File: config.mk
export PLATFORM = sky130hd
export DESIGN_NAME = pctrl_ser_flat
export DESIGN_NICKNAME = d
export VERILOG_FILES = /design/src/rtl/pctrl_ser_if.sv /design/src/rtl/pctrl_ser.sv /design/src/flat_wrapper.sv
export SDC_FILE = /design/constraint.sdc
export NUM_CORES = 1
export LEC_CHECK = 0
export CAP_MARGIN = 20
export CELL_PAD_IN_SITES_DETAIL_PLACEMENT = 1
export CELL_PAD_IN_SITES_GLOBAL_PLACEMENT = 2
export CORE_ASPECT_RATIO = 1.2
export CORE_MARGIN = 2
export CORE_UTILIZATION = 42
export DETAILED_ROUTE_END_ITERATION = 10
export DONT_BUFFER_PORTS = 1
export PLACE_DENSITY = 0.9
export SYNTH_ARGS = -nofsm -noshare
export SYNTH_HDL_FRONTEND = slang
export SYNTH_SLANG_ARGS = --single-unit
File: constraint.sdc
create_clock -name clk -period 3.15 [get_ports clk]
set_input_delay 0.4725 -clock clk [delete_from_list [all_inputs] [get_ports clk]]
set_output_delay 0.4725 -clock clk [all_outputs]
set_load 0.03 [all_outputs]
File: src/rtl/pctrl_ser_if.sv
// pctrl_ser_if: command/status bundle of the serial peripheral-control decoder.
// The master side owns the instance address and the serial line. The slave
// side (the decoder) returns the decoded opcode and its status flags.
interface pctrl_ser_if #(
    parameter int ADDR_W = 8,
    parameter int OP_W   = 3
);
    logic [ADDR_W-1:0] address;
    logic              rx;
    logic [OP_W-1:0]   opcode;
    logic              op_valid;
    logic              busy;
    logic              bcast;
    logic              frame_err;

    modport master (
        output address,
        output rx,
        input  opcode,
        input  op_valid,
        input  busy,
        input  bcast,
        input  frame_err
    );

    modport slave (
        input  address,
        input  rx,
        output opcode,
        output op_valid,
        output busy,
        output bcast,
        output frame_err
    );
endinterface

File: src/rtl/pctrl_ser.sv
// pctrl_ser: serial peripheral-control decoder.
// Frames arrive LSB first on an idle-high line:
//   start(0), ADDR_W address bits, OP_W opcode bits, [parity], stop(1).
// Every bit is sampled in the middle of its bit period. A frame whose address
// matches this instance, or the all-ones broadcast address when broadcast is
// enabled, presents its opcode for EXEC_CYCLES cycles. A frame for another
// address is counted out without decoding, so that its opcode bits can never
// be mistaken for a start bit.
// Optional feature: define PCTRL_SER_PARITY_EN to add one even-parity bit after
// the opcode field. It covers every address and opcode bit.
// ADDR_W and OP_W must be at least 2.
module pctrl_ser #(
    parameter int ADDR_W       = 8,
    parameter int OP_W         = 3,
    parameter int CLKS_PER_BIT = 1,
    parameter int EXEC_CYCLES  = 32,
    parameter int BCAST_EN_VAL = 1
) (
    input  logic           clk,
    input  logic           Rst,
    pctrl_ser_if.slave     bus
);

    localparam int HALF      = CLKS_PER_BIT / 2;
    localparam int CNT_W     = (CLKS_PER_BIT > 1) ? $clog2(CLKS_PER_BIT) : 1;
    localparam int EX_W      = (EXEC_CYCLES > 1) ? $clog2(EXEC_CYCLES) : 1;
`ifdef PCTRL_SER_PARITY_EN
    localparam int PAR_BITS  = 1;
`else
    localparam int PAR_BITS  = 0;
`endif
    // A skipped frame still has its opcode, optional parity and stop bits to come.
    localparam int SKIP_BITS = OP_W + PAR_BITS + 1;
    localparam int BIT_W     = $clog2(ADDR_W + OP_W + 3);

    localparam logic [CNT_W-1:0]  BIT_RELOAD  = CNT_W'(CLKS_PER_BIT - 1);
    localparam logic [CNT_W-1:0]  HALF_RELOAD = (HALF > 0) ? CNT_W'(HALF - 1) : {CNT_W{1'b0}};
    localparam logic [EX_W-1:0]   EXEC_RELOAD = EX_W'(EXEC_CYCLES - 1);
    localparam logic [BIT_W-1:0]  ADDR_LAST   = BIT_W'(ADDR_W - 1);
    localparam logic [BIT_W-1:0]  OP_LAST     = BIT_W'(OP_W - 1);
    localparam logic [BIT_W-1:0]  SKIP_LAST   = BIT_W'(SKIP_BITS - 1);
    localparam logic [OP_W-1:0]   NO_OP       = {OP_W{1'b1}};
    localparam logic [ADDR_W-1:0] BCAST_ADDR  = {ADDR_W{1'b1}};
    localparam bit                BCAST_ON    = (BCAST_EN_VAL != 0);
    // With one clock per bit there is no half period to wait: the start is taken at once.
    localparam bit                NO_HALF     = (HALF == 0);

    typedef enum logic [3:0] {
        ST_IDLE  = 4'd0,
        ST_START = 4'd1,
        ST_ADDR  = 4'd2,
        ST_OPC   = 4'd3,
`ifdef PCTRL_SER_PARITY_EN
        ST_PAR   = 4'd4,
`endif
        ST_STOP  = 4'd5,
        ST_SKIP  = 4'd6,
        ST_EXEC  = 4'd7
    } state_t;

`ifdef PCTRL_SER_PARITY_EN
    // Value of the even-parity bit for a given address and opcode.
    function automatic logic even_par(input logic [ADDR_W-1:0] a, input logic [OP_W-1:0] o);
        return ^{a, o};
    endfunction
`endif

    state_t            r_state;
    logic [CNT_W-1:0]  r_cnt;
    logic [BIT_W-1:0]  r_bit;
    logic [ADDR_W-1:0] r_addr_sh;
    logic [OP_W-1:0]   r_op_sh;
    logic [EX_W-1:0]   r_exec;
    logic              r_bhit;
    logic [OP_W-1:0]   r_opcode;
    logic              r_op_valid;
    logic              r_busy;
    logic              r_bcast;
    logic              r_frame_err;
`ifdef PCTRL_SER_PARITY_EN
    logic              r_par_ok;
    logic              w_par_ok_nxt;
`endif

    state_t            w_state_nxt;
    logic [CNT_W-1:0]  w_cnt_nxt;
    logic [BIT_W-1:0]  w_bit_nxt;
    logic [ADDR_W-1:0] w_addr_sh_nxt;
    logic [OP_W-1:0]   w_op_sh_nxt;
    logic [EX_W-1:0]   w_exec_nxt;
    logic              w_bhit_nxt;
    logic [OP_W-1:0]   w_opcode_nxt;
    logic              w_op_valid_nxt;
    logic              w_busy_nxt;
    logic              w_bcast_nxt;
    logic              w_frame_err_nxt;

    logic              w_tick;
    logic [ADDR_W-1:0] w_addr_full;
    logic [OP_W-1:0]   w_op_full;
    logic              w_self_hit;
    logic              w_bc_hit;
    logic              w_stop_ok;

    // w_tick marks the sample point of the current bit period.
    assign w_tick      = (r_cnt == {CNT_W{1'b0}});
    // The shift registers together with the bit now on the line form the complete field.
    assign w_addr_full = {bus.rx, r_addr_sh[ADDR_W-1:1]};
    assign w_op_full   = {bus.rx, r_op_sh[OP_W-1:1]};
    assign w_self_hit  = (w_addr_full == bus.address);
    assign w_bc_hit    = BCAST_ON && (w_addr_full == BCAST_ADDR);
`ifdef PCTRL_SER_PARITY_EN
    assign w_stop_ok   = bus.rx & r_par_ok;
`else
    assign w_stop_ok   = bus.rx;
`endif

    assign bus.opcode    = r_opcode;
    assign bus.op_valid  = r_op_valid;
    assign bus.busy      = r_busy;
    assign bus.bcast     = r_bcast;
    assign bus.frame_err = r_frame_err;

    // Next-state and next-output decode of the frame receiver.
    always_comb begin
        w_state_nxt     = r_state;
        w_cnt_nxt       = r_cnt;
        w_bit_nxt       = r_bit;
        w_addr_sh_nxt   = r_addr_sh;
        w_op_sh_nxt     = r_op_sh;
        w_exec_nxt      = r_exec;
        w_bhit_nxt      = r_bhit;
        w_opcode_nxt    = r_opcode;
        w_op_valid_nxt  = 1'b0;
        w_busy_nxt      = r_busy;
        w_bcast_nxt     = r_bcast;
        w_frame_err_nxt = 1'b0;
`ifdef PCTRL_SER_PARITY_EN
        w_par_ok_nxt    = r_par_ok;
`endif
        case (r_state)
            ST_IDLE: begin
                if (!bus.rx) begin
                    if (NO_HALF) begin
                        w_state_nxt = ST_ADDR;
                        w_cnt_nxt   = BIT_RELOAD;
                        w_bit_nxt   = {BIT_W{1'b0}};
                        w_busy_nxt  = 1'b1;
                    end else begin
                        w_state_nxt = ST_START;
                        w_cnt_nxt   = HALF_RELOAD;
                    end
                end else begin
                    w_state_nxt = ST_IDLE;
                end
            end
            ST_START: begin
                if (!w_tick) begin
                    w_cnt_nxt = r_cnt - CNT_W'(1);
                end else if (bus.rx) begin
                    // The line went high again before mid-bit: a glitch, not a start.
                    w_state_nxt = ST_IDLE;
                end else begin
                    w_state_nxt = ST_ADDR;
                    w_cnt_nxt   = BIT_RELOAD;
                    w_bit_nxt   = {BIT_W{1'b0}};
                    w_busy_nxt  = 1'b1;
                end
            end
            ST_ADDR: begin
                if (!w_tick) begin
                    w_cnt_nxt = r_cnt - CNT_W'(1);
                end else begin
                    w_cnt_nxt     = BIT_RELOAD;
                    w_addr_sh_nxt = w_addr_full;
                    if (r_bit == ADDR_LAST) begin
                        w_bit_nxt  = {BIT_W{1'b0}};
                        w_bhit_nxt = w_bc_hit;
                        if (w_self_hit || w_bc_hit) begin
                            w_state_nxt = ST_OPC;
                        end else begin
                            w_state_nxt = ST_SKIP;
                        end
                    end else begin
                        w_bit_nxt = r_bit + BIT_W'(1);
                    end
                end
            end
            ST_OPC: begin
                if (!w_tick) begin
                    w_cnt_nxt = r_cnt - CNT_W'(1);
                end else begin
                    w_cnt_nxt   = BIT_RELOAD;
                    w_op_sh_nxt = w_op_full;
                    if (r_bit == OP_LAST) begin
                        w_bit_nxt = {BIT_W{1'b0}};
`ifdef PCTRL_SER_PARITY_EN
                        w_state_nxt = ST_PAR;
`else
                        w_state_nxt = ST_STOP;
`endif
                    end else begin
                        w_bit_nxt = r_bit + BIT_W'(1);
                    end
                end
            end
`ifdef PCTRL_SER_PARITY_EN
            ST_PAR: begin
                if (!w_tick) begin
                    w_cnt_nxt = r_cnt - CNT_W'(1);
                end else begin
                    // The verdict is held until the stop bit, where frame_err is reported.
                    w_cnt_nxt    = BIT_RELOAD;
                    w_par_ok_nxt = (bus.rx == even_par(r_addr_sh, r_op_sh));
                    w_state_nxt  = ST_STOP;
                end
            end
`endif
            ST_STOP: begin
                if (!w_tick) begin
                    w_cnt_nxt = r_cnt - CNT_W'(1);
                end else if (w_stop_ok) begin
                    w_state_nxt    = ST_EXEC;
                    w_exec_nxt     = EXEC_RELOAD;
                    w_opcode_nxt   = r_op_sh;
                    w_op_valid_nxt = 1'b1;
                    w_bcast_nxt    = r_bhit;
                end else begin
                    w_state_nxt     = ST_IDLE;
                    w_frame_err_nxt = 1'b1;
                    w_busy_nxt      = 1'b0;
                end
            end
            ST_SKIP: begin
                if (!w_tick) begin
                    w_cnt_nxt = r_cnt - CNT_W'(1);
                end else if (r_bit == SKIP_LAST) begin
                    // The stop bit of a foreign frame is ignored, whatever its value.
                    w_state_nxt = ST_IDLE;
                    w_bit_nxt   = {BIT_W{1'b0}};
                    w_busy_nxt  = 1'b0;
                end else begin
                    w_cnt_nxt = BIT_RELOAD;
                    w_bit_nxt = r_bit + BIT_W'(1);
                end
            end
            ST_EXEC: begin
                // The op_valid cycle counts as the first of the EXEC_CYCLES cycles.
                if (r_exec == {EX_W{1'b0}}) begin
                    w_state_nxt  = ST_IDLE;
                    w_opcode_nxt = NO_OP;
                    w_bcast_nxt  = 1'b0;
                    w_busy_nxt   = 1'b0;
                end else begin
                    w_exec_nxt = r_exec - EX_W'(1);
                end
            end
            default: begin
                w_state_nxt   = ST_IDLE;
                w_cnt_nxt     = {CNT_W{1'b0}};
                w_bit_nxt     = {BIT_W{1'b0}};
                w_addr_sh_nxt = {ADDR_W{1'b0}};
                w_op_sh_nxt   = {OP_W{1'b0}};
                w_exec_nxt    = {EX_W{1'b0}};
                w_bhit_nxt    = 1'b0;
                w_opcode_nxt  = NO_OP;
                w_busy_nxt    = 1'b0;
                w_bcast_nxt   = 1'b0;
`ifdef PCTRL_SER_PARITY_EN
                w_par_ok_nxt  = 1'b0;
`endif
            end
        endcase
    end

    // State, counter, shift and output registers; reset aborts any frame or execute window.
    always_ff @(posedge clk or posedge Rst) begin
        if (Rst) begin
            r_state     <= ST_IDLE;
            r_cnt       <= {CNT_W{1'b0}};
            r_bit       <= {BIT_W{1'b0}};
            r_addr_sh   <= {ADDR_W{1'b0}};
            r_op_sh     <= {OP_W{1'b0}};
            r_exec      <= {EX_W{1'b0}};
            r_bhit      <= 1'b0;
            r_opcode    <= NO_OP;
            r_op_valid  <= 1'b0;
            r_busy      <= 1'b0;
            r_bcast     <= 1'b0;
            r_frame_err <= 1'b0;
`ifdef PCTRL_SER_PARITY_EN
            r_par_ok    <= 1'b0;
`endif
        end else begin
            r_state     <= w_state_nxt;
            r_cnt       <= w_cnt_nxt;
            r_bit       <= w_bit_nxt;
            r_addr_sh   <= w_addr_sh_nxt;
            r_op_sh     <= w_op_sh_nxt;
            r_exec      <= w_exec_nxt;
            r_bhit      <= w_bhit_nxt;
            r_opcode    <= w_opcode_nxt;
            r_op_valid  <= w_op_valid_nxt;
            r_busy      <= w_busy_nxt;
            r_bcast     <= w_bcast_nxt;
            r_frame_err <= w_frame_err_nxt;
`ifdef PCTRL_SER_PARITY_EN
            r_par_ok    <= w_par_ok_nxt;
`endif
        end
    end

endmodule

File: src/flat_wrapper.sv
// flat-port wrapper written by rule: the top's interface ports become plain ports
module pctrl_ser_flat 
#(
    parameter int ADDR_W       = 8,
    parameter int OP_W         = 3,
    parameter int CLKS_PER_BIT = 1,
    parameter int EXEC_CYCLES  = 32,
    parameter int BCAST_EN_VAL = 1
)
  (clk, Rst, bus_address, bus_rx, bus_opcode, bus_op_valid, bus_busy, bus_bcast, bus_frame_err);
  pctrl_ser_if #(.ADDR_W(ADDR_W), .OP_W(OP_W)) bus_i ();
  input  logic clk;
  input  logic Rst;
  input wire logic [$bits(bus_i.address)-1:0] bus_address;
  input wire logic [$bits(bus_i.rx)-1:0] bus_rx;
  output wire logic [$bits(bus_i.opcode)-1:0] bus_opcode;
  output wire logic [$bits(bus_i.op_valid)-1:0] bus_op_valid;
  output wire logic [$bits(bus_i.busy)-1:0] bus_busy;
  output wire logic [$bits(bus_i.bcast)-1:0] bus_bcast;
  output wire logic [$bits(bus_i.frame_err)-1:0] bus_frame_err;
  assign bus_i.address = bus_address;
  assign bus_i.rx = bus_rx;
  assign bus_opcode = bus_i.opcode;
  assign bus_op_valid = bus_i.op_valid;
  assign bus_busy = bus_i.busy;
  assign bus_bcast = bus_i.bcast;
  assign bus_frame_err = bus_i.frame_err;
  pctrl_ser #(.ADDR_W(ADDR_W), .OP_W(OP_W), .CLKS_PER_BIT(CLKS_PER_BIT), .EXEC_CYCLES(EXEC_CYCLES), .BCAST_EN_VAL(BCAST_EN_VAL)) u_core (.clk(clk), .Rst(Rst), .bus(bus_i));
endmodule
==> results of run 1 <==
## power breakdown
group | internal (uW) | switching [uW]
Combinational | 312 | 431
Sequential | 484 | 163
Clock | 152 | 132
Total | 947 | 726
## metrics by stage
| step | power, uW | util (%) | hold WS [ps] | std cells |
|---|---|---|---|---|
| after floorplan | 1178 | - | 485.3 | 195 |
| after global placement | 1331 | 45.38 | 517.8 | 241 |
| after detailed placement | 1391 | 46.06 | 456.9 | 242 |
| after CTS | 1682 | 47.97 | 156.7 | 249 |
| after global routing | 1826 | 47.97 | 186.0 | 249 |
| final | 1673 | 47.97 | 150.5 | 249 |
## cells in the final DEF, fill, tap and decap left out, types with 3 or more instances in the layout
cell and n:
a211oi_1 3, a21oi_1 13, a22oi_1 7, buf_4 4, clkbuf_8 5, dfrtp_1 27, dfstp_2 3, ha_1 4
inv_1 9, mux2_2 4, nand2_1 14, nand4_1 3, nor2_1 13, nor3_1 6, nor3b_1 5, nor4_1 5
o21ai_0 22, or3_1 3, xor2_1 7
## cell type report
class / instances / area (sq um)
clock buffers: 7 / 76.32
repair buffers: 5 / 57.56
multi-input cells: 143 / 927.1
flip-flops and latches: 30 / 754.5
well taps: 54 / 67.56
inverters: 10 / 37.54
fillers: 499 / 2083
## cell families after synthesis
logic type               Yosys count  synth area share (%)
buffers and inverters             22                 4.748
AO/OA/AOI/OAI                     62                 22.68
AND/OR/NAND/NOR                   64                 19.99
flip-flops                        30                 42.74
XOR/XNOR                           9                 4.465
multiplexers                       4                 2.551
adder cells (fa/ha/maj)            4                 2.835
## registers in the layout, summed over array words and instances, names as in the netlist
signal,cells
u_core.r_state,3
u_core.r_op_sh,3
u_core.bus.opcode,3
u_core.r_addr_sh,7
u_core.bus.bcast,1
u_core.bus.op_valid,1
u_core.bus.busy,1
u_core.r_exec,5
u_core.r_bhit,1
u_core.bus.frame_err,1
u_core.r_bit,4
## critical path, cell delays in order (launching register included)
cell	delay (ps)
dfrtp_1	400
ha_1	250
or3b_1	420
a222oi_1	690
a21oi_1	170
a211oi_1	230
## worst max-delay path by stage
stage,startpoint,endpoint,slack (ps),cells past startpoint
2_1_floorplan,u_core.r_exec[0],u_core.bus.bcast,1250,6
3_3_place_gp,u_core.r_state[0],u_core.r_exec[3],1040,4
3_5_place_dp,u_core.r_state[0],u_core.r_exec[3],880,4
4_1_cts,u_core.r_state[0],u_core.r_exec[3],880,4
5_1_grt,u_core.r_state[0],u_core.r_exec[3],650,4
6_report,u_core.r_bit[1],u_core.r_state[2],910,5
## metal layers
| metal | vias up | global-route usage, % |
|---|---|---|
| li1 | 711 | - |
| met1 | 732 | 26.56 |
| met2 | 33 | 37.12 |
| met3 | 12 | 5.082 |
| met5 | - | 0 |
| met4 | 0 | 9.420 |
==> metrics.md, run 1 <==
| Metric | Value |
|---|---|
| Post-synthesis area per instance | 9.054 sq um |
| Clock root buffer | clkbuf_8 |
| DR pass1 iterations | 6 |
| Crit. End Element | flip-flop |
| Wl on met1 | 2024 um |
| N_diodes | 0 |
| Vias per cell | 5.976 |
| DP HPWL | 3363 um |
| FMAX | roughly 450 MHz |
| Count of final max-slew check failures | 0 |
| Grt total ovfl | 0 |
| Residual DRC | 0 |
| PwrDens | approximately 870 nW/um^2 |
| Routed wire per std cell | between 15 and 20 um |
| Post-placement cell area | 1844 sq um |
| Reg-to-reg slack, setup | 910 ps |
| First-pass GRT wire length | 7859 um |
| YS warnings | 0 |
| FFs w/ async S/R, synth | 100.0% |
| Area grow syn2layout | 8.788% |
| Design area | 1921 sq um |
| GRT Total Usage | 21.64% |
| Vias in the first global route | 1595 |
| Largest net degree at the start of global routing | 21 |
| Clock buffer depth | 2 |
| Min Tclk post-route | 2244 ps |
| Final ANT Viol Nets | 0 |
| Synth top area share | 38.27% |
| Initial Util | 44.09% |
| Fin crit share | about 71% |
| Slew @ Worst Pin | 781.3 ps |
| Total Wirelength | 4512 um |
| Worst Setup Slack, final | 905.9 ps |
| Top-Level Pins | 18 |
| Row count | 25 |
| Ratio of cells with drive above 1 in the final layout | roughly an eighth |
| Main synth FF type | dfrtp_1 |
| Syn Nets | 210 |
| # hold bufs at CTS | 0 |
| Max Used Layer | met4 |
| Hold Crit Class | input pin to async pin |
| Placer Congestion | 0.8013 |
| Post-synthesis cell type count | 46 |
| CORE AREA | roughly 4000 sq um |
| Mapped cell area | 1765 sq um |
| Initial antenna violation count | 0 |
| Post-synthesis cell count | around 200 |
| Finish-stage setup viols | 0 |
| Worst R2R Path Depth | 5 |
| Status | finished, final reports clean |
| Yosys reg bits | 30 |
| Die area | 4740 sq um |
| Post-CTS Resized | 0 |
| CTS tree | done |
| Leak | 0.0007862 uW |
| Nets | 210 |
| Area leader, netlist | dfrtp_1 |
| Htree depth | 2 |
| WL met2 | between 2000 and 2500 um |
| Max-cap violation count | 0 |
| Setup Skew | 4.369 ps |
| Post-route setup TNS | 0 ps |
| Setup bufs post-CTS | 0 |
| CTS Buf Count | 5 |
| Die X | 63.19 um |
| Type of origin of the critical path | flip-flop |
| Die span in y | 75.02 um |
| Worst path required time | 3330 ps |
| Met3 WL post-DR | 152 um |
| Clk Latency, worst-skew pair | 280 ps |
| Sequential element share of the synthesized area | between 40% and 50% |
| Setup CP Type | flip-flop to flip-flop |
| Largest cells by area after synthesis | dfrtp_1 38%, o21ai_0 6.2%, dfstp_2 4.5%, a21oi_1 3.7%, xor2_1 3.5% |
| DP Worst Slack | 879.8 ps |
| RSZ-0062 raised after global routing | no |
| Final Hold Viols | 0 |
| Buffers on Ports | 0 |
| Worst R2R End | u_core.r_state[2] |
| DR vias | 1488 |
| Post-synth top cells | 27 x dfrtp_1, 22 x o21ai_0, 14 x nand2_1, 13 x a21oi_1, 13 x nor2_1 |
| Crit Path Max Fanout | 6 |
| Crit path DAT | 2430 ps |
| Post-synth EDFFs | 0 |
| Worst-path clk slew | 60 ps |
| Slew headroom | between 40% and 50% |
| Sinks on Clock Net | 30 |
| Critical R2R Launch | u_core.r_bit[1] |
| Maximum vdd ir drop | about 0.50 mV |
| Count leader, synth | dfrtp_1 |
| Initial drt markers | 63 |
No activity file was read; power rests on OpenSTA's default activity.
==> run 2: changes to the inputs <==
--- a/config.mk
+++ b/config.mk
@@ -10,10 +10,10 @@
 export CELL_PAD_IN_SITES_GLOBAL_PLACEMENT = 2
 export CORE_ASPECT_RATIO = 1.2
 export CORE_MARGIN = 2
-export CORE_UTILIZATION = 42
+export CORE_UTILIZATION = 35
 export DETAILED_ROUTE_END_ITERATION = 10
 export DONT_BUFFER_PORTS = 1
-export PLACE_DENSITY = 0.9
+export PLACE_DENSITY = 0.8
 export SYNTH_ARGS = -nofsm -noshare
 export SYNTH_HDL_FRONTEND = slang
 export SYNTH_SLANG_ARGS = --single-unit
==> constraint.sdc (replaced) <==
create_clock -name clk -period 1.9 [get_ports clk]
set_input_delay 0.285 -clock clk [delete_from_list [all_inputs] [get_ports clk]]
set_output_delay 0.285 -clock clk [all_outputs]
set_load 0.03 [all_outputs]
==> run 2 against run 1 <==
  * Core utilization down 4.6 points
  * Final cell count up 12%
  * Wire length up 14%
  * Power up 93%
  * Flip-flop and latch count unchanged
  * Clock-buffer cell count down 1
  * Non-clock buffer count up 22
  * Maximum frequency up 23%
  * Sequential power up 61%
  * Global-route usage down 1.5 points
  * Setup slack worse by 840 ps
==> metrics.md, run 2 (same netlist as run 1, synthesis figures left out) <==
| Metric | Value |
|---|---|
| FMAX | 546.2 MHz (+23%) |
| Clock root buffer | clkbuf_8 |
| Worst path required time | 2060 ps (-1270 ps) |
| Maximum vdd ir drop | 0.6574 mV (+31%) |
| Initial drt markers | 93 (+48%) |
| Sinks on Clock Net | 30 (unchanged) |
| CTS tree | done |
| Fin crit share | 96.36% (+25 points) |
| Most frequent cells in the layout | 26 x buf_4, 26 x dfrtp_1, 22 x o21ai_0, 14 x nand2_1 |
| Worst Setup Slack, final | 69.25 ps (-836.7 ps) |
| Worst R2R Path Depth | 6 (+1) |
| Total Power | 3222 uW (+93%) |
| Met3 Use GR | 3.699% (-1.4 points) |
| RSZ-0062 raised after global routing | yes |
| Largest registers | u_core.r_addr_sh x7, u_core.r_exec x5, u_core.r_bit x4 |
| Design area | 2127 sq um (+11%) |
| Min Tclk post-route | 1831 ps (-413.3 ps) |
| Clock buffer depth | 2 (unchanged) |
| Max-cap violation count | 0 (unchanged) |
| DR pass1 iterations | 4 (-2) |
| Total Wirelength | 5146 um (+14%) |
| Crit. End Element | flip-flop |
| Hold Crit Class | input pin to flip-flop |
| Worst R2R End | u_core.r_state[0] |
| Hold depth | 1 |
| Dpl cells | 265 (+9.5%) |
| DR vias | 1605 (+7.9%) |
| Reg-to-reg slack, setup | 70 ps (-840 ps) |
| First-pass GRT wire length | 8349 um (+6.2%) |
| Largest Register | u_core.r_addr_sh |
| Register area | 755.7 sq um (+0.17%) |
| CTS Buf Count | 5 (unchanged) |
| Placer Congestion | 0.8229 (+2.7%) |
| Row count | 28 (+12%) |
| Finish-stage setup viols | 0 (unchanged) |
| Ratio of cells with drive above 1 in the final layout | 25.69% (+13 points) |
| Worst Min Path Start | bus_rx |
| Leak | 0.0009013 uW (+15%) |
| GR peak layer | met2 |
| Type of origin of the critical path | flip-flop |
| Post-layout util | 43.37% (-4.6 points) |
| Area occupied by multi-input gates | 970.9 sq um (+4.7%) |
| Residual DRC | 0 (unchanged) |
| DP HPWL | 3620 um (+7.6%) |
| Die span in y | 81.80 um (+9.0%) |
| Htree depth | 2 (unchanged) |
| Max reg flops | 7 (unchanged) |
| Nets | 232 (+10%) |
| Vias in the first global route | 1692 (+6.1%) |
| Top-Level Pins | 18 (unchanged) |
| Setup Skew | 11.14 ps (+6.773 ps) |
| Final ANT Viol Nets | 0 (unchanged) |
| Initial antenna violation count | 0 (unchanged) |
| FILL cells | 587 (+18%) |
| Final Hold Viols | 0 (unchanged) |
| Die area | 5631 sq um (+19%) |
| Initial Util | 35.99% (-8.1 points) |
| Clk Latency, worst-skew pair | 280 ps (about the same) |
| Grt met1 use | 25.73% (-0.82 points) |
| PwrDens | 1515 nW/um^2 (+74%) |
| Status | finished, final reports clean |
| GRT Total Usage | 20.12% (-1.5 points) |
| Die X | 68.84 um (+8.9%) |
| Grt met2 use | 33.85% (-3.3 points) |
| Largest net degree at the start of global routing | 31 (+48%) |
| Grt total ovfl | 0 (unchanged) |
| Finished Layout Cells | 278 (+12%) |
| Critical R2R Launch | u_core.r_bit[0] |
| Count of final max-slew check failures | 0 (unchanged) |
| DP Worst Slack | -103.5 ps (-983.3 ps) |
| Vias per cell | 5.773 (-3.4%) |
| Routed wire per std cell | 18.51 um (+2.2%) |
| Worst-path clk slew | 70 ps (about the same) |
| Buffers on Ports | 0 (unchanged) |
| Post-placement cell area | 1959 sq um (+6.2%) |
| Setup CP Type | flip-flop to flip-flop |
| Crit Path Max Fanout | 4 (-2) |
| Slew @ Worst Pin | 465.2 ps (-316.2 ps) |
| End of the worst hold path | u_core.bus.frame_err |
| Slew headroom | 68.92% (+21 points) |
| CORE AREA | 4905 sq um (+22%) |
| Crit path DAT | 1990 ps (-440 ps) |
| Area grow syn2layout | 20.48% |
| N_diodes | 0 (unchanged) |
run 2: worst max path at each step:
stage / from / to / slack [ps] / cells past startpoint
2_1_floorplan: u_core.r_exec[0] / u_core.bus.bcast / 7 / 6
3_3_place_gp: u_core.r_exec[0] / u_core.bus.bcast / -60 / 6
3_5_place_dp: u_core.r_exec[0] / u_core.bus.bcast / -100 / 6
4_1_cts: u_core.r_state[1] / u_core.r_addr_sh[6] / 20 / 6
5_1_grt: u_core.r_bit[0] / u_core.r_state[2] / -40 / 6
6_report: u_core.r_bit[0] / u_core.r_state[0] / 70 / 6
run 2: where the power goes:
group | leakage (uW) | switching [uW] | internal, uW | total (uW)
Sequential | 0.000392 | 236 | 800 | 1040
Clock | 0.0000450 | 253 | 254 | 507
Combinational | 0.000465 | 883 | 795 | 1680
run 2: metal layers:
layer	part of all wire, %	vias to the layer above
met5	0	-
met4	1.2	0
met3	2.7	6
met2	51	23
met1	45	825
li1	-	751
run 2: through the flow:
stage               hold WS, ps  setup TNS (ps)
finish                    68.63               0
global route              59.61          -72.04
CTS                       55.89               0
detailed placement        287.2          -357.5
global placement          280.9          -101.2
floorplan                 373.6               0
run 2: area by class of cell:
| cell class | instances | area share [%] |
|---|---|---|
| tap | 60 | 3.529 |
| multi-input combinational | 143 | 45.65 |
| inverter | 10 | 1.765 |
| clock inverter | 2 | 0.4706 |
| timing repair buffer | 27 | 9.647 |
| sequential | 30 | 35.53 |
| clock buffer | 6 | 3.412 |
run 2: timing repair:
action	4_1_cts	5_1_grt
pin swaps	2	2
endpoints found under the setup margin	8	14
resized for setup	5	6
endpoints found under the hold margin	27	0
buffers inserted	1	3
hold buffers	1	0
run 2: worst max-delay path, stage by stage (launching register included):
cell,delay [ps]
dfrtp_1,410
inv_1,100
ha_1,150
or3b_4,390
a22o_2,250
nor4_1,310
o2bb2ai_1,110
==> run 3: changes to the inputs <==
--- a/config.mk
+++ b/config.mk
@@ -5,7 +5,6 @@
 export SDC_FILE = /design/constraint.sdc
 export NUM_CORES = 1
 export LEC_CHECK = 0
-export CAP_MARGIN = 20
 export CELL_PAD_IN_SITES_DETAIL_PLACEMENT = 1
 export CELL_PAD_IN_SITES_GLOBAL_PLACEMENT = 2
 export CORE_ASPECT_RATIO = 1.2
==> results of run 3 <==
The final DEF is identical to that of run 2; final timing and power are the same.
